File: src/rtl/stream_mux_pkg.sv
// Shared constants and the select/source index width helper for the stream mux.
package stream_mux_pkg;

  localparam int MODE_SEL = 0;
  localparam int MODE_RR  = 1;

  // Index width for n channels, never narrower than one bit.
  function automatic int sel_width(input int n);
    return (n > 1) ? $clog2(n) : 1;
  endfunction

endpackage

File: src/rtl/rr_arbiter.sv
// Combinational round-robin arbiter: grants the first requester at or above ptr, wrapping.
module rr_arbiter
  import stream_mux_pkg::*;
#(
  parameter  int N  = 4,
  localparam int IW = sel_width(N)
) (
  input  logic [N-1:0]  req,
  input  logic [IW-1:0] ptr,
  output logic [N-1:0]  grant,
  output logic [IW-1:0] grant_idx
);

  int best;
  int off;

  // Distance from ptr (mod N) ranks the requesters; the nearest one wins.
  always_comb begin
    best      = N;
    off       = 0;
    grant_idx = '0;
    for (int k = 0; k < N; k++) begin
      off = (k + N - int'(ptr)) % N;
      if (req[k] && off < best) begin
        best      = off;
        grant_idx = IW'(k);
      end
    end
    for (int k = 0; k < N; k++)
      grant[k] = (best < N) && (grant_idx == IW'(k));
  end

endmodule

File: src/rtl/stream_mux_rr.sv
// N-to-1 stream mux with a one-word output register; external-select or round-robin policy.
// Define STREAM_MUX_PARITY_EN to add the registered out_par bit.
module stream_mux_rr
  import stream_mux_pkg::*;
#(
  parameter  int WIDTH  = 16,
  parameter  int NUM_IN = 4,
  parameter  int MODE   = MODE_SEL,
  localparam int SEL_W  = sel_width(NUM_IN)
) (
  input  logic                    clk,
  input  logic                    rst_n,
  input  logic [NUM_IN*WIDTH-1:0] in_data,
  input  logic [NUM_IN-1:0]       in_valid,
  output logic [NUM_IN-1:0]       in_ready,
  input  logic [SEL_W-1:0]        sel,
  output logic [WIDTH-1:0]        out_data,
  output logic                    out_valid,
  input  logic                    out_ready,
  output logic [SEL_W-1:0]        out_src
`ifdef STREAM_MUX_PARITY_EN
  ,
  output logic                    out_par
`endif
);

  logic              load;
  logic              take;
  logic [NUM_IN-1:0] grant;
  logic [SEL_W-1:0]  pick_idx;
  logic [WIDTH-1:0]  word;

  assign load = !out_valid || out_ready;

  generate
    if (MODE == MODE_RR) begin : g_rr
      logic [SEL_W-1:0] ptr;

      rr_arbiter #(.N(NUM_IN)) u_arb (
        .req       (in_valid),
        .ptr       (ptr),
        .grant     (grant),
        .grant_idx (pick_idx)
      );

      // Pointer moves past the winner only when its word is actually taken.
      always_ff @(posedge clk or negedge rst_n) begin
        if (!rst_n)
          ptr <= '0;
        else if (load && |grant)
          ptr <= (int'(pick_idx) == NUM_IN - 1) ? '0 : pick_idx + 1'b1;
      end
    end else begin : g_sel
      // An out-of-range sel matches no channel, so nothing is granted.
      always_comb begin
        for (int k = 0; k < NUM_IN; k++)
          grant[k] = in_valid[k] && (sel == SEL_W'(k));
      end
      assign pick_idx = sel;
    end
  endgenerate

  assign take     = load && |grant;
  assign in_ready = (rst_n && load) ? grant : '0;

  always_comb begin
    word = '0;
    for (int k = 0; k < NUM_IN; k++)
      if (grant[k]) word = in_data[k*WIDTH +: WIDTH];
  end

  always_ff @(posedge clk or negedge rst_n) begin
    if (!rst_n) begin
      out_valid <= 1'b0;
      out_data  <= '0;
      out_src   <= '0;
    end else if (load) begin
      out_valid <= take;
      if (take) begin
        out_data <= word;
        out_src  <= pick_idx;
      end
    end
  end

`ifdef STREAM_MUX_PARITY_EN
  always_ff @(posedge clk or negedge rst_n) begin
    if (!rst_n)
      out_par <= 1'b0;
    else if (take)
      out_par <= ^word;
  end
`endif

endmodule

File: config.mk
export PLATFORM = sky130hd
export DESIGN_NAME = stream_mux_rr
export DESIGN_NICKNAME = d
export VERILOG_FILES = /design/src/rtl/stream_mux_pkg.sv /design/src/rtl/rr_arbiter.sv /design/src/rtl/stream_mux_rr.sv
export SDC_FILE = /design/constraint.sdc
export NUM_CORES = 1
export LEC_CHECK = 0
export BUFFER_PORTS_ARGS = -buffer_cell sky130_fd_sc_hd__buf_2
export CAP_MARGIN = 25
export CORE_MARGIN = 5
export CORE_UTILIZATION = 30
export CTS_BUF_LIST = sky130_fd_sc_hd__clkbuf_4 sky130_fd_sc_hd__clkbuf_8
export CTS_CLUSTER_SIZE = 10
export DETAILED_ROUTE_END_ITERATION = 6
export GPL_ROUTABILITY_DRIVEN = 0
export PLACE_DENSITY = 0.65
export RECOVER_POWER = 25
export SETUP_SLACK_MARGIN = 0.02
export SLEW_MARGIN = 20
export SYNTH_ARGS = -nofsm -noshare
export SYNTH_HDL_FRONTEND = slang
export SYNTH_HIERARCHICAL = 1
export SYNTH_SLANG_ARGS = --single-unit
File: constraint.sdc
create_clock -name clk -period 2 [get_ports clk]
set_clock_uncertainty 0.1 [all_clocks]
set_input_delay 0.3 -clock clk [delete_from_list [all_inputs] [get_ports clk]]
set_output_delay 0.3 -clock clk [all_outputs]
set_load 0.005 [all_outputs]
# Yosys cells after proc, flatten, opt, wreduce, memory -nomap -nowiden
# Index checks and enable logic that the tools add are counted.
dict set report word_totals {
  register_bits 19
  latchBits 0
  ramBits 0
  mem_bits_ro 0
  inputBits 73
  out_inout_bits 23
  wordCells 22
  memories 0
}
dict set report op_classes {
  add_sub_neg 0
  multipliers 0
  div_mod_pow 0
  order_cmp 0
  n_eq_ne 3
  shifts 0
  muxes 5
  n_bitwise 0
  reduce_logical 11
}
# op n
set ops {}
lappend ops {{$mux W16} 4}
lappend ops {{$logic_and A1 B1 Y1} 6}
lappend ops {{$eq A2 B2 Y1 const B} 2}
lappend ops {{$mux W4} 1}
lappend ops {{$reduce_or A4 Y1} 1}
lappend ops {{$eq A2 B1 Y1 const B} 1}
lappend ops {{$logic_not A2 Y1} 1}
lappend ops {{$reduce_and A2 Y1} 1}
lappend ops {{$logic_not A1 Y1} 1}
lappend ops {{$logic_or A1 B1 Y1} 1}

# Longest topological paths before layout
# Gate-level depths: netlist of run 1.
dict set report depth {
  depth_word 6
  depth_mapped 6
  ltp_nobuf 3
}

# Least setup slack after synthesis of run 1
# Ideal clock, no wire load.
dict set report synth_path {
  path_type {input-to-reg}
  startpoint {input port in_valid[1]}
  endpoint {register out_src[0]}
  setup_ns 0.125
  arrival_ns 1.544
  required_ns 1.775
  setup_slack_ns 0.231
  stages 5
  path_buffers 2
  cell_sequence {buf_2 mux4_2 and2_4 buf_6 mux2_4}
}
dict set report synth_between {
  elab_chain_cells 4
}
# item line
set synth_rtl {}
lappend synth_rtl {{start, declared} stream_mux_rr.sv:14} ;# input logic [NUM_IN-1:0] in_valid,
lappend synth_rtl {{$logic_and A1 B1 Y1} stream_mux_rr.sv:57} ;# grant[k] = in_valid[k] && (sel == SEL_W'(k));
lappend synth_rtl {{$reduce_or A4 Y1} stream_mux_rr.sv:63} ;# assign take = load && |grant;
lappend synth_rtl {{$logic_and A1 B1 Y1} stream_mux_rr.sv:63}
lappend synth_rtl {{$reduce_and A2 Y1 (no line)} n/a}
lappend synth_rtl {{end signal, assigned} stream_mux_rr.sv:81} ;# out_src <= pick_idx;
lappend synth_rtl {{end, declared} stream_mux_rr.sv:20} ;# output logic [SEL_W-1:0] out_src
# Every way passes these cells.
# A chain may end at the register's enable or synchronous reset.

# Worst setup path in the final report of run 1
dict set report layout_path {
  startpoint {input port rst_n}
  endpoint {output port in_ready[0]}
}
dict set report layout_between {
  elab_chain_cells 2
}
# item line
set layout_rtl {}
lappend layout_rtl {{start, declared} stream_mux_rr.sv:12} ;# input logic rst_n,
lappend layout_rtl {{$logic_and A1 B1 Y1} stream_mux_rr.sv:64} ;# assign in_ready = (rst_n && load) ? grant : '0;
lappend layout_rtl {{$mux W4} stream_mux_rr.sv:64}
lappend layout_rtl {{end, declared} stream_mux_rr.sv:15} ;# output logic [NUM_IN-1:0] in_ready,
# Every way passes these cells.

==> flow_summary.yaml, run 1 <==
yosys:
  synth_most_common_cell: "clkbuf_1"
  synth_edf_count: 0
  syn_inst: 191
  syn_area_um2: 1753
  synthTopCellsByCount: "21 x clkbuf_1, 19 x dfrtp_1, 17 x nor3b_1"
  ys_types: 23
  avgSynthCellArea_um2: 9.178
  synth_area_leader_cell: "dfrtp_1"
  synthFlopType: "dfrtp_1"
  async_reset_ff_frac: 1.000
  yosys_warnings: 6
  syn_nets: 264
  ys_seq_elements: 19
  yosysSeqAreaShare: 0.2712
  synth.area.top_cells: "dfrtp_1 27%, or4bb_1 10%, a31o_1 8.0%"
  synth_top_cell_area_share: 0.2712
placement:
  portBuffers: 95
  dp_slack_ns: 0.2337
  dp_hpwl_mm: 4.393
die:
  start_util: 0.3126
  die_height_um: 86.44
  coreArea_um2: 5608
  die_x_um: 86.44
  pin_count: 96
  dieArea_um2: 7472
  rows: 27
pwr:
  p_comb_frac: 0.390
  power.switching_w: 0.0003953
  p_clk_frac: 0.222
  p_leak_nw: 1.156
  internal_power_w: 0.0008780
  p_sw_frac: 0.3105
  seqPwrFrac: 0.388
  ir_drop_uv: 271.3
  power_density_nw_per_um2: 533.1
  total_power_w: 0.001273
routing:
  ant_nets: 0
  vias: 1850
  first_iter_violations: 93
  wl_mm: 5.799
  drc_errors: 0
  routedWlPerCell_um: 16.62
  firstDrtPassIters: 4
  routed_via_density: 5.301
run_status:
  outcome: "complete, no violations"
sta:
  fmax_mhz: 534.6
  setup_tns_ns: 0
  hold_viol_final: 0
  slew_headroom: 0.3445
  tightest_slew_ns: 0.9833
  finalSetupViolCount: 0
  slew_violations: 0
  fin_ws_ns: 0.1293
  rsz0062_at_grt: "no"
  period_share: 0.9353
  min_period_ns: 1.871
clocking:
  path_clk_slew_ns: 0.07
  clkSinkCount: 19
  cts_root_buf: "clkbuf_8"
  cts_buffers: 3
  cts.htree.levels: 1
  cts.path.max_buffers: 2
  clock_latency_ns: 0.25
  cts_tree: "done"
critical_path:
  cp-end-kind: "output port"
  cp_slowest_stage_delay_ns: 0.53
  critical_path_class: "input port to output port"
  critPathArrivalTime_ns: 1.47
  worstPathRequired_ns: 1.60
  start_kind: "input port"
  path_cells: "dlygate4sd3_1 > buf_4 > nand2_2 > nor4b_4 > buf_2"
  cp_slowest_cell: "dlygate4sd3_1"
  crit_fanout: 4
global_routing:
  grt_overflow: 0
  gr-usage-all-layers: 0.1501
  antenna_found_initial: 0
  grt_pass1_vias: 1782
  grt_pass1_wl_mm: 9.114
  grt_max_degree: 72
cells_and_area:
  syn_to_final_growth_pct: 36.26
  drive_above_1_share: 0.4224
  n_antenna_cell: 0
  fin_nets: 351
flow_run:
  maxCapViolCount: 0
worst_hold_path:
  hp-class: "input port to asynchronous set/reset pin"
placed cells by master (no fill, tap or decap), drive strengths merged, types with 2 or more instances in the layout:
| cell type | n |
|---|---|
| buf | 107 |
| dfrtp | 19 |
| nor3b | 17 |
| and3b | 16 |
| o21ai | 16 |
| nand4b | 16 |
| or4bb | 16 |
| nand4 | 16 |
| a21boi | 16 |
| a31o | 16 |
| clkbuf | 5 |
| nand2 | 4 |
| nand3 | 2 |
| mux2 | 2 |
worst paths after layout:
check                            start          end  slack, ns  depth (start not counted)
min                              rst_n    out_valid       0.28                          2
max reg2reg                  out_valid   out_src[0]       0.50                          3
min in group clk           in_data[40]  out_data[8]       0.35                          4
min reg2reg                 out_src[1]   out_src[1]       0.43                          1
max                              rst_n  in_ready[0]       0.13                          5
max in group asynchronous        rst_n   out_src[1]       0.43                          3
metal layers:
layer / share of wire / track usage / vias to the layer above / wire length, um
li1: - / - / 926 / -
met1: 0.51 / 0.2350 / 857 / 2957
met2: 0.43 / 0.2128 / 63 / 2511
met3: 0.048 / 0.02091 / 4 / 277
met4: 0.0091 / 0.03683 / 0 / 53
met5: 0 / 0 / - / 0
what timing repair did:
action | in CTS | in global routing
setup buffers | 0 | 0
resized for setup | 0 | 4
hold buffers | 1 | 0
endpoints found under the setup margin | 0 | 1
endpoints found under the hold margin | 19 | 0
metrics by stage:
step | hold slack [ns] | util | area, um^2 | std cells
after floorplan | -0.09559 | - | 1753 | 191
after global placement | 0.01714 | 0.4125 | 2313 | 344
after detailed placement | 0.01439 | 0.4125 | 2313 | 344
after CTS | 0.2888 | 0.4230 | 2372 | 349
after global routing | 0.2967 | 0.4259 | 2389 | 349
final | 0.2790 | 0.4259 | 2389 | 349
power groups by stage:
stage | logic (W) | registers [W] | clock network [W]
CTS | 0.000497 | 0.000495 | 0.000293
floorplan | 0.000259 | 0.000506 | 0
global route | 0.000549 | 0.000502 | 0.000302
finish | 0.000496 | 0.000494 | 0.000283
global placement | 0.000488 | 0.000500 | 0
detailed placement | 0.000495 | 0.000502 | 0
area by class of cell:
type / count / area, um^2
Inverter: 1 / 3.754
Sequential cell: 19 / 475.5
Clock buffer: 4 / 48.80
Timing Repair Buffer: 109 / 606.8
Multi-Input combinational cell: 144 / 1164
Tap cell: 72 / 90.09
Fill cell: 621 / 3219
critical path, delay by kind of cell:
family,cells,cell delay [ns]
and+or+nand+nor,2,0.36
buffers and inverters,3,0.81
sequential cells by signal (all words and copies together), names as in the netlist:
name / count
out_data: 16
out_src: 2
out_valid: 1
cells by family after synthesis:
kind of cell	share of synthesized area
compound gates	0.1941
mux	0.02998
buf+inv	0.07494
flops	0.2712
simple gates	0.4297
No activity file was read; power rests on OpenSTA's default activity.
==> run 2: changes to the inputs <==
--- a/config.mk
+++ b/config.mk
@@ -13,6 +13,7 @@
 export CTS_CLUSTER_SIZE = 10
 export DETAILED_ROUTE_END_ITERATION = 6
 export GPL_ROUTABILITY_DRIVEN = 0
+export MAX_ROUTING_LAYER = met4
 export PLACE_DENSITY = 0.65
 export RECOVER_POWER = 25
 export SETUP_SLACK_MARGIN = 0.02
==> flow_summary.yaml, run 2 (same netlist as run 1, synthesis figures left out) <==
run_status:
  outcome: "complete, no violations"
critical_path:
  path_cells: "dlygate4sd3_1 > buf_4 > nand2_2 > nor4b_4 > buf_2"
  crit_buf_inv: 3
  critical_path_class: "input port to output port"
  cp_slowest_stage_delay_ns: 0.53
  crit_fanout: 4
  critPathArrivalTime_ns: 1.47
  worstPathRequired_ns: 1.60
  cp_slowest_cell: "dlygate4sd3_1"
  crit_family: "buffers and inverters"
  start_kind: "input port"
  cp-end-kind: "output port"
global_routing:
  gr-usage-all-layers: 0.1545
  grt_overflow: 0
  antenna_found_initial: 0
  grt_max_degree: 72
  grt_pass1_wl_mm: 9.114
  grt_pass1_vias: 1788
placement:
  placed_area_um2: 2313
  dp_slack_ns: 0.2337
  dp_hpwl_mm: 4.393
  portBuffers: 95
die:
  rows: 27
  pin_count: 96
  coreArea_um2: 5608
  start_util: 0.3126
  dieArea_um2: 7472
  die_x_um: 86.44
  die_height_um: 86.44
sta:
  fmax_mhz: 534.7
  fin_ws_ns: 0.1298
  finalSetupViolCount: 0
  setup_tns_ns: 0
  hold_viol_final: 0
  slew_headroom: 0.3443
  period_share: 0.9351
  slew_violations: 0
  rsz0062_at_grt: "no"
  tightest_slew_ns: 0.9836
  min_period_ns: 1.870
cells_and_area:
  fillCellCount: 621
  fin_nets: 351
  largest_reg_flops: 16
  seqCellArea_um2: 475.5
  drive_above_1_share: 0.4224
  mostFrequentLayoutCell: "buf_2"
  multi_input_area_um2: 1164
  reg_top3: "out_data (16), out_src (2), out_valid (1)"
  fin_util: 0.4259
  final_area_um2: 2389
  final_cell_mix: "94 x buf_2, 19 x dfrtp_1, 17 x nor3b_1"
  regMostFlops: "out_data"
  n_antenna_cell: 0
  syn_to_final_growth_pct: 36.26
clocking:
  clkSinkCount: 19
  cts.path.max_buffers: 2
  cts.htree.levels: 1
  clock_latency_ns: 0.26
  cts_buffers: 3
  path_clk_slew_ns: 0.07
  cts_root_buf: "clkbuf_8"
  cts_tree: "done"
  postCtsSetupBuffers: 0
worst_hold_path:
  hp-class: "input port to asynchronous set/reset pin"
routing:
  firstDrtPassIters: 4
  wl_mm: 5.780
  routed_via_density: 5.284
  first_iter_violations: 87
  ant_nets: 0
  routedWlPerCell_um: 16.56
  drc_errors: 0
  vias: 1844
flow_run:
  maxCapViolCount: 0
pwr:
  ir_drop_uv: 268.2
  power_density_nw_per_um2: 532.5
  total_power_w: 0.001272
  p_leak_nw: 1.156
==> run 2: cell counts in the layout (fill, tap and decap cells not counted) <==
Identical to the previous run, type by type.
==> run 2: worst paths after layout <==
kind                        startpoint          end  slack, ns  cells after the start
max                              rst_n  in_ready[0]       0.13                      5
min                              rst_n    out_valid       0.28                      2
max reg2reg                  out_valid   out_src[1]       0.49                      3
min reg2reg                 out_src[1]   out_src[1]       0.42                      1
max in group asynchronous        rst_n   out_src[1]       0.43                      3
min in group clk           in_data[40]  out_data[8]       0.35                      4
==> run 2: repair_timing <==
item / CTS / global route
gates resized for setup: 0 / 4
hold endpoints to repair: 19 / 0
hold buffers: 1 / 0
setup endpoints to repair: 0 / 1
==> run 2: routing by layer <==
layer	track usage	up-vias	share of wire
li1	-	925	-
met1	0.2362	852	0.52
met2	0.2142	63	0.43
met3	0.01711	4	0.046
met4	0.03683	0	0.0092
met5	-	-	0
==> run 2: layout make-up <==
cell class / instances / area share
multi-input cells: 144 / 0.4872
repair buffers: 109 / 0.2541
flip-flops and latches: 19 / 0.1991
well taps: 72 / 0.03772
clock buffers: 4 / 0.02043
inverters: 1 / 0.001572
==> run 2: power by group <==
part / internal [W] / leakage, nW / switching [W]
combinational: 0.000264 / 0.889 / 0.000232
clock: 0.000155 / 0.0262 / 0.000126
sequential: 0.000458 / 0.241 / 0.0000356
total: 0.000878 / 1.16 / 0.000394
==> run 2: stage by stage <==
step,instances,hold WS [ns]
2_1_floorplan,191,-0.09559
3_3_place_gp,344,0.01714
3_5_place_dp,344,0.01439
4_1_cts,349,0.2888
5_1_grt,349,0.2967
6_report,349,0.2783
==> run 3: changes to the inputs <==
--- a/config.mk
+++ b/config.mk
@@ -8,13 +8,13 @@
 export BUFFER_PORTS_ARGS = -buffer_cell sky130_fd_sc_hd__buf_2
 export CAP_MARGIN = 25
 export CORE_MARGIN = 5
-export CORE_UTILIZATION = 30
+export CORE_UTILIZATION = 46
 export CTS_BUF_LIST = sky130_fd_sc_hd__clkbuf_4 sky130_fd_sc_hd__clkbuf_8
 export CTS_CLUSTER_SIZE = 10
 export DETAILED_ROUTE_END_ITERATION = 6
 export GPL_ROUTABILITY_DRIVEN = 0
 export MAX_ROUTING_LAYER = met4
-export PLACE_DENSITY = 0.65
+export PLACE_DENSITY = 0.89
 export RECOVER_POWER = 25
 export SETUP_SLACK_MARGIN = 0.02
 export SLEW_MARGIN = 20
==> flow_summary.yaml, run 3 (same netlist as run 1, synthesis figures left out) <==
run_status:
  outcome: "complete, no violations"
routing:
  route.layer.met1.wl_mm: 2.397
  firstDrtPassIters: 5
  routedWlPerCell_um: 16.69
  wl_mm: 5.409
  wl_met2_mm: 2.571
  highest_layer: "met4"
  ant_nets: 0
  routed_via_density: 5.787
  wl_met3_um: 410
  drc_errors: 0
  first_iter_violations: 131
  vias: 1875
critical_path:
  worstPathRequired_ns: 1.60
  cp_slowest_cell: "dlygate4sd3_1"
  rr_worst_depth: 3
  crit_fanout: 3
  cp_slowest_stage_delay_ns: 0.52
  start_kind: "input port"
  crit_buf_inv: 3
  critical_path_class: "input port to output port"
  critPathArrivalTime_ns: 1.47
  crit_family: "buffers and inverters"
  worstReg2RegStart: "out_valid"
  cpMostUsedCell: "buf_2"
  r2r_slack_ns: 0.55
  path_cells: "dlygate4sd3_1 > buf_2 > nand2_1 > nor4b_1 > buf_2"
  reg2reg_to: "out_src[1]"
  cp-end-kind: "output port"
cells_and_area:
  largest_reg_flops: 16
  n_antenna_cell: 0
  fin_util: 0.6326
  reg_top3: "out_data (16), out_src (2), out_valid (1)"
  fin_nets: 350
  mostFrequentLayoutCell: "buf_2"
  final_cell_mix: "95 x buf_2, 19 x dfrtp_1, 17 x nor3b_1"
  syn_to_final_growth_pct: 33.12
  regMostFlops: "out_data"
  drive_above_1_share: 0.4167
pwr:
  p_leak_nw: 1.143
  ir_drop_uv: 239.6
  total_power_w: 0.001263
  power_density_nw_per_um2: 541.0
global_routing:
  antenna_found_initial: 0
  grt_pass1_vias: 1755
  grt_pass1_wl_mm: 8.480
  gr-usage-all-layers: 0.2087
  grt_max_degree: 72
  grt_overflow: 0
sta:
  period_share: 0.9346
  hold_viol_final: 0
  slew_headroom: 0.3238
  fmax_mhz: 535.0
  min_period_ns: 1.869
  setup_tns_ns: 0
  finalSetupViolCount: 0
  slew_violations: 0
  rsz0062_at_grt: "no"
  tightest_slew_ns: 1.014
die:
  die_x_um: 71.73
  pin_count: 96
  rows: 22
  dieArea_um2: 5145
  die_height_um: 71.73
  coreArea_um2: 3689
  start_util: 0.4752
clocking:
  clock_latency_ns: 0.25
  cts.htree.levels: 1
  clkSinkCount: 19
  cts_tree: "done"
  cts.path.max_buffers: 2
  path_clk_slew_ns: 0.07
  cts_root_buf: "clkbuf_8"
  cts_buffers: 3
  postCtsSetupBuffers: 0
worst_hold_path:
  hold_path_end: "out_data[14]"
  hp-class: "input port to register"
  worstHoldStart: "in_data[46]"
  hold-path-cell-count: 4
placement:
  portBuffers: 95
  dp_hpwl_mm: 3.983
flow_run:
  maxCapViolCount: 0
[run 3: cell types whose count changed in the layout (fill, tap and decap cells not counted), sizes merged]
| cell | before | now |
|---|---|---|
| buf | 107 | 106 |
[run 3: through the flow]
step                std cells  hold slack (ns)  instance area [um^2]  setup slack [ns]
floorplan                 191         -0.09559                  1753            0.2309
detailed placement        319           0.2133                  2276            0.2396
global placement          319           0.2188                  2276            0.2774
global route              324           0.3906                  2333           0.02246
finish                    324           0.3550                  2333            0.1308
CTS                       324           0.3575                  2335           0.06432
[run 3: worst max-delay path by stage]
stage                start     endpoint  slack (ns)  cells after the start
2_1_floorplan  in_valid[1]   out_src[0]        0.23                      5
3_3_place_gp        sel[0]   out_src[0]        0.28                      4
3_5_place_dp        sel[0]   out_src[0]        0.24                      4
4_1_cts          out_valid  in_ready[0]        0.06                      4
5_1_grt              rst_n  in_ready[0]        0.02                      5
6_report             rst_n  in_ready[0]        0.13                      5
[run 3: worst min-delay path: stages]
cell and delay, ns:
buf_2 0.08, nor3b_1 0.03, o21ai_0 0.13, a31o_1 0.13
[run 3: cell type report]
cell class,instances,area [um^2]
flip-flops and latches,19,475.5
clock buffers,4,48.80
inverters,1,3.754
well taps,48,60.06
repair buffers,108,596.8
fillers,345,1355
multi-input cells,144,1149
[run 3: metal layers]
layer  up-vias  track usage
met2        72       0.3163
met1       877       0.2997
met3         2      0.02104
met4         0      0.04593
li1        924            -
met5         -            -
[run 3: where the power goes]
group / switching [W] / total, W / internal, W / leakage (nW)
sequential: 0.0000357 / 0.000494 / 0.000458 / 0.241
clock: 0.000125 / 0.000280 / 0.000155 / 0.0262
combinational: 0.000227 / 0.000488 / 0.000261 / 0.876
[run 3: timing repair]
action                                 4_1_cts  5_1_grt
endpoints found under the hold margin       19        0
resized for setup                            0        1
setup endpoints to repair                    0        2
hold buffers                                 1        0
